[src/rtl/imm_gen_stage_if.sv]
// ----------------------------------------------------------------------------
// imm_gen_stage_if
// Bundle of the handshake, data and control signals of imm_gen_stage.
//   Upstream side   : in_valid, in_ready, inst_code, pc_in
//   Downstream side : out_valid, out_ready, imm_out, fmt, illegal, pc_out
//   Control/status  : flush, cnt_clr, illegal_cnt
// Modports:
//   slave  - the stage itself (consumes instructions, produces immediates)
//   master - the environment (fetch on the input side, ALU on the output side)
// ----------------------------------------------------------------------------
interface imm_gen_stage_if #(
    parameter int XLEN  = 32,
    parameter int PC_W  = 32,
    parameter int CNT_W = 16
);
    logic              flush;
    logic              in_valid;
    logic              in_ready;
    logic [31:0]       inst_code;
    logic [PC_W-1:0]   pc_in;
    logic              out_valid;
    logic              out_ready;
    logic [XLEN-1:0]   imm_out;
    logic [2:0]        fmt;
    logic              illegal;
    logic [PC_W-1:0]   pc_out;
    logic              cnt_clr;
    logic [CNT_W-1:0]  illegal_cnt;

    modport slave (
        input  flush, in_valid, inst_code, pc_in, out_ready, cnt_clr,
        output in_ready, out_valid, imm_out, fmt, illegal, pc_out, illegal_cnt
    );

    modport master (
        output flush, in_valid, inst_code, pc_in, out_ready, cnt_clr,
        input  in_ready, out_valid, imm_out, fmt, illegal, pc_out, illegal_cnt
    );
endinterface

[src/rtl/imm_gen_stage.sv]
// ----------------------------------------------------------------------------
// imm_gen_stage
// Registered RV32I/RV64I immediate generator with valid/ready on both sides.
// Each accepted instruction is decoded into an XLEN-wide immediate, a 3-bit
// format code (0 R/none, 1 I, 2 S, 3 B, 4 U, 5 J, 6 Z, 7 illegal) and an
// illegal flag, then held in an output register. A second (skid) register
// absorbs the one entry that can arrive while the output is stalled, which
// lets in_ready be a flop. A saturating counter tallies delivered illegals.
// Ports:
//   clk  - rising-edge clock
//   rst  - asynchronous active-high reset
//   bus  - imm_gen_stage_if.slave (handshake, data, flush, cnt_clr, counter)
// The XLEN/PC_W/CNT_W parameters must match those of the connected interface.
// ----------------------------------------------------------------------------
module imm_gen_stage #(
    parameter int XLEN  = 32,
    parameter int PC_W  = 32,
    parameter int CNT_W = 16
) (
    input  logic                clk,
    input  logic                rst,
    imm_gen_stage_if.slave      bus
);

    localparam logic [2:0] FMT_R   = 3'd0;
    localparam logic [2:0] FMT_I   = 3'd1;
    localparam logic [2:0] FMT_S   = 3'd2;
    localparam logic [2:0] FMT_B   = 3'd3;
    localparam logic [2:0] FMT_U   = 3'd4;
    localparam logic [2:0] FMT_J   = 3'd5;
    localparam logic [2:0] FMT_Z   = 3'd6;
    localparam logic [2:0] FMT_ILL = 3'd7;

    localparam logic [CNT_W-1:0] CNT_MAX = {CNT_W{1'b1}};

    // Decode one instruction word into {fmt, imm}.
    function automatic logic [XLEN+2:0] f_decode(input logic [31:0] inst);
        logic [XLEN-1:0] v_imm;
        logic [2:0]      v_fmt;
        logic [5:0]      v_sh;
        v_imm = {XLEN{1'b0}};
        v_fmt = FMT_ILL;
        // RV64 shifts use a 6-bit shamt; RV32 only inst[24:20].
        v_sh  = (XLEN == 64) ? inst[25:20] : {1'b0, inst[24:20]};
        if (inst[1:0] != 2'b11) begin
            v_fmt = FMT_ILL;
            v_imm = {XLEN{1'b0}};
        end else begin
            case (inst[6:0])
                7'b0000011, 7'b1100111: begin
                    v_fmt = FMT_I;
                    v_imm = {{(XLEN-12){inst[31]}}, inst[31:20]};
                end
                7'b0010011: begin
                    v_fmt = FMT_I;
                    if ((inst[14:12] == 3'b001) || (inst[14:12] == 3'b101)) begin
                        v_imm = {{(XLEN-6){1'b0}}, v_sh};
                    end else begin
                        v_imm = {{(XLEN-12){inst[31]}}, inst[31:20]};
                    end
                end
                7'b0100011: begin
                    v_fmt = FMT_S;
                    v_imm = {{(XLEN-12){inst[31]}}, inst[31:25], inst[11:7]};
                end
                7'b1100011: begin
                    v_fmt = FMT_B;
                    v_imm = {{(XLEN-13){inst[31]}}, inst[31], inst[7],
                             inst[30:25], inst[11:8], 1'b0};
                end
                7'b0110111, 7'b0010111: begin
                    v_fmt = FMT_U;
                    // Sign-extend the 20-bit field, then shift: the bits
                    // pushed out at the top are copies of inst[31].
                    v_imm = {{(XLEN-20){inst[31]}}, inst[31:12]} << 4'd12;
                end
                7'b1101111: begin
                    v_fmt = FMT_J;
                    v_imm = {{(XLEN-21){inst[31]}}, inst[31], inst[19:12],
                             inst[20], inst[30:21], 1'b0};
                end
                7'b1110011: begin
                    v_fmt = FMT_Z;
                    v_imm = {{(XLEN-12){1'b0}}, inst[31:20]};
                end
                7'b0110011, 7'b0001111: begin
                    v_fmt = FMT_R;
                    v_imm = {XLEN{1'b0}};
                end
                default: begin
                    v_fmt = FMT_ILL;
                    v_imm = {XLEN{1'b0}};
                end
            endcase
        end
        return {v_fmt, v_imm};
    endfunction

    logic              r_out_valid;
    logic [XLEN-1:0]   r_out_imm;
    logic [2:0]        r_out_fmt;
    logic              r_out_ill;
    logic [PC_W-1:0]   r_out_pc;
    logic              r_skid_valid;
    logic [XLEN-1:0]   r_skid_imm;
    logic [2:0]        r_skid_fmt;
    logic [PC_W-1:0]   r_skid_pc;
    logic              r_in_ready;
    logic [CNT_W-1:0]  r_illegal_cnt;

    logic [XLEN+2:0]   w_dec;
    logic [XLEN-1:0]   w_dec_imm;
    logic [2:0]        w_dec_fmt;
    logic              w_in_xfer;
    logic              w_out_xfer;
    logic              w_out_free;

    assign w_dec      = f_decode(bus.inst_code);
    assign w_dec_fmt  = w_dec[XLEN+2:XLEN];
    assign w_dec_imm  = w_dec[XLEN-1:0];
    assign w_in_xfer  = bus.in_valid & r_in_ready;
    assign w_out_xfer = r_out_valid & bus.out_ready;
    // Output register can take a new entry this edge.
    assign w_out_free = ~r_out_valid | bus.out_ready;

    // Output/skid pipeline registers and the registered in_ready.
    always_ff @(posedge clk or posedge rst) begin
        if (rst) begin
            r_out_valid  <= 1'b0;
            r_out_imm    <= {XLEN{1'b0}};
            r_out_fmt    <= FMT_R;
            r_out_ill    <= 1'b0;
            r_out_pc     <= {PC_W{1'b0}};
            r_skid_valid <= 1'b0;
            r_skid_imm   <= {XLEN{1'b0}};
            r_skid_fmt   <= FMT_R;
            r_skid_pc    <= {PC_W{1'b0}};
            r_in_ready   <= 1'b1;
        end else if (bus.flush) begin
            // Any input accepted this cycle is dropped along with both entries.
            r_out_valid  <= 1'b0;
            r_skid_valid <= 1'b0;
            r_in_ready   <= 1'b1;
        end else if (w_out_free) begin
            if (r_skid_valid) begin
                // in_ready is low while the skid is full, so no input competes.
                r_out_valid  <= 1'b1;
                r_out_imm    <= r_skid_imm;
                r_out_fmt    <= r_skid_fmt;
                r_out_ill    <= (r_skid_fmt == FMT_ILL);
                r_out_pc     <= r_skid_pc;
                r_skid_valid <= 1'b0;
                r_in_ready   <= 1'b1;
            end else if (w_in_xfer) begin
                r_out_valid  <= 1'b1;
                r_out_imm    <= w_dec_imm;
                r_out_fmt    <= w_dec_fmt;
                r_out_ill    <= (w_dec_fmt == FMT_ILL);
                r_out_pc     <= bus.pc_in;
                r_in_ready   <= 1'b1;
            end else begin
                r_out_valid  <= 1'b0;
                r_in_ready   <= 1'b1;
            end
        end else if (w_in_xfer) begin
            // Output stalled: park the new entry and close the input.
            r_skid_valid <= 1'b1;
            r_skid_imm   <= w_dec_imm;
            r_skid_fmt   <= w_dec_fmt;
            r_skid_pc    <= bus.pc_in;
            r_in_ready   <= 1'b0;
        end else begin
            r_in_ready   <= ~r_skid_valid;
        end
    end

    // Saturating count of illegal entries handed downstream; clear wins.
    always_ff @(posedge clk or posedge rst) begin
        if (rst) begin
            r_illegal_cnt <= {CNT_W{1'b0}};
        end else if (bus.cnt_clr) begin
            r_illegal_cnt <= {CNT_W{1'b0}};
        end else if (w_out_xfer && r_out_ill && (r_illegal_cnt != CNT_MAX)) begin
            r_illegal_cnt <= r_illegal_cnt + {{(CNT_W-1){1'b0}}, 1'b1};
        end else begin
            r_illegal_cnt <= r_illegal_cnt;
        end
    end

    assign bus.in_ready    = r_in_ready;
    assign bus.out_valid   = r_out_valid;
    assign bus.imm_out     = r_out_imm;
    assign bus.fmt         = r_out_fmt;
    assign bus.illegal     = r_out_ill;
    assign bus.pc_out      = r_out_pc;
    assign bus.illegal_cnt = r_illegal_cnt;

endmodule

[src/flat_wrapper.sv]
// flat-port wrapper written by rule: the top's interface ports become plain ports
module imm_gen_stage_flat 
#(
    parameter int XLEN  = 32,
    parameter int PC_W  = 32,
    parameter int CNT_W = 16
)
  (clk, rst, bus_flush, bus_in_valid, bus_inst_code, bus_pc_in, bus_out_ready, bus_cnt_clr, bus_in_ready, bus_out_valid, bus_imm_out, bus_fmt, bus_illegal, bus_pc_out, bus_illegal_cnt);
  imm_gen_stage_if #(.XLEN(XLEN), .PC_W(PC_W), .CNT_W(CNT_W)) bus_i ();
  input  logic clk;
  input  logic rst;
  input wire logic [$bits(bus_i.flush)-1:0] bus_flush;
  input wire logic [$bits(bus_i.in_valid)-1:0] bus_in_valid;
  input wire logic [$bits(bus_i.inst_code)-1:0] bus_inst_code;
  input wire logic [$bits(bus_i.pc_in)-1:0] bus_pc_in;
  input wire logic [$bits(bus_i.out_ready)-1:0] bus_out_ready;
  input wire logic [$bits(bus_i.cnt_clr)-1:0] bus_cnt_clr;
  output wire logic [$bits(bus_i.in_ready)-1:0] bus_in_ready;
  output wire logic [$bits(bus_i.out_valid)-1:0] bus_out_valid;
  output wire logic [$bits(bus_i.imm_out)-1:0] bus_imm_out;
  output wire logic [$bits(bus_i.fmt)-1:0] bus_fmt;
  output wire logic [$bits(bus_i.illegal)-1:0] bus_illegal;
  output wire logic [$bits(bus_i.pc_out)-1:0] bus_pc_out;
  output wire logic [$bits(bus_i.illegal_cnt)-1:0] bus_illegal_cnt;
  assign bus_i.flush = bus_flush;
  assign bus_i.in_valid = bus_in_valid;
  assign bus_i.inst_code = bus_inst_code;
  assign bus_i.pc_in = bus_pc_in;
  assign bus_i.out_ready = bus_out_ready;
  assign bus_i.cnt_clr = bus_cnt_clr;
  assign bus_in_ready = bus_i.in_ready;
  assign bus_out_valid = bus_i.out_valid;
  assign bus_imm_out = bus_i.imm_out;
  assign bus_fmt = bus_i.fmt;
  assign bus_illegal = bus_i.illegal;
  assign bus_pc_out = bus_i.pc_out;
  assign bus_illegal_cnt = bus_i.illegal_cnt;
  imm_gen_stage #(.XLEN(XLEN), .PC_W(PC_W), .CNT_W(CNT_W)) u_core (.clk(clk), .rst(rst), .bus(bus_i));
endmodule
[config.mk]
export PLATFORM = sky130hd
export DESIGN_NAME = imm_gen_stage_flat
export DESIGN_NICKNAME = d
export VERILOG_FILES = /design/src/rtl/imm_gen_stage_if.sv /design/src/rtl/imm_gen_stage.sv /design/src/flat_wrapper.sv
export SDC_FILE = /design/constraint.sdc
export NUM_CORES = 1
export LEC_CHECK = 0
export BUFFER_PORTS_ARGS = -buffer_cell sky130_fd_sc_hd__buf_2
export CORE_MARGIN = 5
export CORE_UTILIZATION = 45
export CTS_BUF_LIST = sky130_fd_sc_hd__clkbuf_16
export CTS_CLUSTER_SIZE = 8
export DETAILED_ROUTE_END_ITERATION = 10
export PLACE_DENSITY = 0.79
export RECOVER_POWER = 100
export SLEW_MARGIN = 20
export SYNTH_ARGS = -nofsm -noshare
export SYNTH_HDL_FRONTEND = slang
export SYNTH_SLANG_ARGS = --single-unit
export TNS_END_PERCENT = 5
[constraint.sdc]
create_clock -name clk -period 12.34 [get_ports clk]
set_input_delay 0.617 -clock clk [delete_from_list [all_inputs] [get_ports clk]]
set_output_delay 0.617 -clock clk [all_outputs]
set_load 0.02 [all_outputs]
==> After elaboration in Yosys (flattened, before gate mapping) <==
Index checks and enable logic that the tools add are counted.
Widths: inputs -> output; s select.
{ "totals": {"out_inout_bits": 86, "ff_bits": 154} }
{ "classes": {"add_sub_neg": 1, "n_eq_ne": 17, "reduce_logical": 13, "bitwise_logic": 7, "mux": 25} }
{ "op_table": {"columns": ["cell", "count"], "rows": [
  ["$pmux 32 s7", 1],
  ["$mux 32", 6],
  ["$mux 16", 2],
  ["$eq 7x7->1 const B", 4],
  ["$eq 7x6->1 const B", 3],
  ["$pmux 3 s7", 1],
  ["$add 16x1->16 const B", 1],
  ["$ne 16x16->1 const B", 1],
  ["$eq 7x5->1 const B", 2],
  ["$mux 1", 12],
  ["$eq 3x3->1 const B", 3],
  ["$mux 3", 3],
  ["$eq 7x2->1 const B", 1],
  ["$eq 7x4->1 const B", 1],
  ["$reduce_and 3->1", 2],
  ["$reduce_bool 2->1", 3],
  ["$reduce_or 2->1", 3],
  ["$not 1->1", 4],
  ["$eq 3x1->1 const B", 1],
  ["$reduce_bool 3->1", 1],
  ["$reduce_or 3->1", 1],
  ["$and 1x1->1", 2],
  ["$logic_and 1x1->1", 2],
  ["$ne 2x2->1 const B", 1],
  ["2 further kinds", 2]
]} }

==> Depth between registers and ports, before layout <==
{ "depth": {"word_depth": 7, "mapped_depth": 7, "depth_no_buf": 6} }

==> Worst setup path before layout <==
No wires, ideal clock.
{ "synth_timing": {"kind": "in2reg", "start": "input port bus_inst_code[5]", "end": "register u_core.r_out_imm[5] (netlist: u_core.bus.imm_out[5])", "path_stages": 7, "arrival_time_ns": 1.808, "path_slack_ns": 10.436, "path_buffers": 2, "path_cell_list": "buf_6 or3_1 a21o_1 a21oi_1 a21oi_1 buf_2 o31ai_1"} }
{ "synth_via": {"elab_chain_cells": 6, "word_cells_on_any_way": 15, "classes_between": "eq/ne (9); mux (4); reduce/logical (2)"} }
{ "synth_rtl": {"columns": ["item", "line_no", "source"], "rows": [
  ["start, declared", "flat_wrapper.sv:14", "input wire logic [$bits(bus_i.inst_code)-1:0] bus_inst_code;"],
  ["$eq 7x6->1 (tied with other cells)", "imm_gen_stage.sv:49", "case (inst[6:0])"],
  ["$reduce_or 2->1 (on tied branches)", null, null],
  ["$pmux 32 s7 (*)", "imm_gen_stage.sv:49", null],
  ["$mux 32 (*)", "imm_gen_stage.sv:45", "if (inst[1:0] != 2'b11) begin"],
  ["$mux 32 (*)", "imm_gen_stage.sv:154", "end else if (w_in_xfer) begin"],
  ["$mux 32 (*)", "imm_gen_stage.sv:145", "if (r_skid_valid) begin"],
  ["end signal, assigned", "imm_gen_stage.sv:130", "r_out_imm <= {XLEN{1'b0}};"],
  ["end signal, assigned", "imm_gen_stage.sv:148", "r_out_imm <= r_skid_imm;"],
  ["end signal, assigned", "imm_gen_stage.sv:156", "r_out_imm <= w_dec_imm;"],
  ["end, declared", "imm_gen_stage.sv:100", "logic [XLEN-1:0] r_out_imm;"]
]} }
Mark *: on every way between the ends. The rest lies on a longest branch, timed or not. The select of a mux whose other input is x is not followed.
A chain may end at the register's enable or synchronous reset.

==> metrics.md <==
| Metric | Value |
|---|---|
| Yosys warnings | 0 |
| Highest cell delay on the worst timing path | 2.37 ns |
| Post-route core utilization | 0.541 |
| Antenna fix cells | 0 |
| Reg clk slew, reported paths | 0.06 ns |
| Gate count of the mapped netlist | 765 |
| Proportion of power drawn by combinational gates | 0.155 |
| TritonCTS clock tree | built |
| CTS H-tree lvls | 4 |
| EDFF count, synth | 0 |
| Critical path's slowest cell | sky130_fd_sc_hd__clkinvlp_2 |
| Commonest non-fill, non-tap cell in the layout | sky130_fd_sc_hd__nand2_1 |
| PD cells | 162 mW/mm^2 |
| Core area | 0.0157 mm^2 |
| Req. time, crit path | 12.20 ns |
| Avg Cell Area, Syn | 9.35 um^2 |
| Cts bufs inserted | 17 |
| Cell Area, Synth | 0.00715 mm^2 |
| Number of register bits inferred by synthesis | 154 |
| Via count of the first global-routing pass | 5858 |
| First-pass detailed-route iteration total | 5 |
| Number of clock sinks seen by CTS | 154 |
| Total track usage | 0.197 |
| Dpl cells | 1087 |
| VDD IR max | 0.0000990 V |
| Final nets | 961 |
| Clock insertion delay at the later pin of the skew report | 0.42 ns |
| Final hold vios | 0 |
| Critical path class | primary input to asynchronous set/reset pin |
| Avg Vias per Cell | 5.36 |
| Worst Clk Skew | 0.0136 ns |
| Switching component of the power | 387 uW |
| Ordered list of cells on the worst path | buf_2, clkinvlp_2, clkbuf_1 |
| Wire length of the first global-routing pass | 29400 um |
| Max_slew headroom | -1.86 |
| RSZ-0062 raised after global routing | false |
| Static leakage power | 0.00367 uW |
| Max Buffers Root-to-Sink | 2 |
| Hpwl dp | 11800 um |
| Row count | 46 |
| DIE WIDTH | 136 um |
| Maximum clock frequency | 0.181 GHz |
| CTS Hold Bufs | 0 |
| Register area | 0.00386 mm^2 |
| Post-CTS Setup Inserts | 0 |
| Post-synthesis sequential area ratio | 0.539 |
| Netlist cell types | 59 |
| Result of the run | finished with violations |
| Maximum Capacitance Violations | 4 |
| Residual DRC | 0 |
| Reg2reg setup slack | 7.58 ns |
| Total number of vias | 5992 |
| Switching Fraction | 0.280 |
| Failing checks | max-capacitance violations, max-slew violations |
| Relative area change from synthesis to final layout | 18.9% |
| Leading cell types in the layout, fill and taps excluded | 174 x sky130_fd_sc_hd__nand2_1, 152 x sky130_fd_sc_hd__dfrtp_1, 88 x sky130_fd_sc_hd__clkbuf_1, 81 x sky130_fd_sc_hd__nor2_1, 69 x sky130_fd_sc_hd__buf_2 |
| Predominant post-synthesis flop cell | sky130_fd_sc_hd__dfrtp_1 |
| Number of routed nets with antenna violations | 0 |
| Chip Height | 136 um |
| Area of combinational cells with multiple inputs | 0.00305 mm^2 |
| Post-Synthesis Net Count | 836 |
| Worst hold slack after final layout | 0.405 ns |
| Total negative setup slack | 0 ns |
| Count of port buffers added during placement | 155 |
| 1st-iter DRT viols | 410 |
| Filler cell count in the final layout | 1450 |
| Ratio of cells with drive above 1 in the final layout | 0.134 |
| Data arrival time at the worst-slack endpoint | 5.39 ns |
| Pin count of the biggest net entering global routing | 103 |
| Internal power of the cells | 992 uW |
| Final period utilization | 0.449 |
| Startpoint types | primary input |
| Placer Congestion | 0.778 |
| Fin cells | 1118 |
| Final setup viols | 0 |
| Worst hold path class | primary input to flop |
| Detailed-route wire length | 17700 um |
| Initial antenna violation count | 1 |
| Master cell of the clock root buffer | sky130_fd_sc_hd__clkbuf_16 |
| Critical path peak fanout | 97 |
| Final global-route overflow total | 0 |
| Initial cell density of the core | 0.455 |
| Count of pins over their slew limit | 266 |
| Sequential share of power | 0.457 |
| I/O pins | 156 |
| Final period demand of the worst path | 5.54 ns |
| Setup crit end kind | asynchronous set/reset pin |
| Proportion of power drawn by the clock network | 0.388 |
| Gates resized, CTS repair | 0 |
| Slew @ Worst Pin | 4.27 ns |
| Async set-or-reset flop fraction in the synthesized netlist | 1.00 |
| Die area | 0.0185 mm^2 |
| Average wire length per cell after detail routing | 15.9 um |
-- kinds of logic (layout without fill, tap and decap cells) --
family	after synthesis	in the layout	share of synthesized area
DFF	154	154	0.539
adders and majority gates	1	1	0.00175
and+or+nand+nor	316	316	0.193
buffers and inverters	59	196	0.0350
xor gates and xnor gates	14	14	0.0171
muxes	36	36	0.0506
AOI/OAI and AO/OA	185	185	0.163
-- metrics by stage --
step | power [uW] | instance area (um^2) | worst slack [ns]
final | 1380 | 8500 | 6.80
after global routing | 1450 | 8500 | 5.50
after CTS | 1400 | 8630 | 9.64
after detailed placement | 861 | 8030 | 9.43
after global placement | 853 | 8020 | 9.45
after floorplan | 779 | 7150 | 7.57
-- final cells by class --
| class | instances | area share |
|---|---|---|
| Clock buffer | 17 | 0.0500 |
| Clock inverter | 14 | 0.0212 |
| Inverter | 5 | 0.00235 |
| Multi-Input combinational cell | 552 | 0.359 |
| Sequential cell | 154 | 0.453 |
| Tap cell | 216 | 0.0318 |
| Timing Repair Buffer | 160 | 0.0821 |
-- registers in the layout, indices dropped and copies added (netlist names) --
signal	flops
u_core.bus.imm_out	32
u_core.bus.pc_out	32
u_core.r_skid_imm	32
u_core.r_skid_pc	32
u_core.bus.illegal_cnt	16
u_core.bus.fmt	3
u_core.r_skid_fmt	3
u_core.bus.illegal	1
u_core.bus.in_ready	1
u_core.bus.out_valid	1
u_core.r_skid_valid	1
-- power groups by stage --
stage,Clock (uW),Sequential (uW),Combinational [uW]
2_1_floorplan,0,669,111
3_3_place_gp,0,634,219
3_5_place_dp,0,636,226
4_1_cts,549,628,226
5_1_grt,569,640,241
6_report,535,630,214
-- per-layer routing --
metal	global-route usage	wire length [um]	up-vias
met5	0	11	-
met4	0.0515	204	2
met3	0.0526	1240	18
met2	0.305	8360	193
met1	0.276	7910	2875
li1	-	-	2904
-- final timing paths --
check,endpoint,depth (start not counted),startpoint
max,u_core.bus.pc_out[27],3,rst
min,u_core.r_skid_pc[21],3,bus_pc_in[21]
max reg2reg,u_core.bus.imm_out[10],7,u_core.r_skid_valid
min reg2reg,u_core.r_skid_imm[10],2,u_core.r_skid_imm[10]
max in group clk,u_core.bus.imm_out[10],7,u_core.r_skid_valid
min in group asynchronous,u_core.r_skid_pc[8],2,rst
-- cells in the mapped netlist, drive strengths merged (4+ instances only) --
cell type	n	area [um^2]
nand2b	4	25.0
a221oi	7	61.3
inv	5	18.8
nor2b	4	25.0
a41oi	5	43.8
and3	8	50.1
dfrtp	153	3830
a211oi	5	37.5
and2	4	25.0
nor3	8	45.0
nand3	6	30.0
o21ai	48	240
nand2	175	659
o31ai	15	113
mux2i	35	350
nor2	81	304
a21oi	60	345
xnor2	9	78.8
or4	4	30.0
o211ai	5	37.5
nand4	6	37.5
xor2	5	43.8
a31oi	14	87.6
clkbuf	40	150
buf	14	81.3
a22oi	12	90.1
-- worst max-delay path, delay by kind of cell --
family | cells | cell delay (ns)
buffers and inverters | 3 | 4.74
Power figures use the tool's default switching activity.
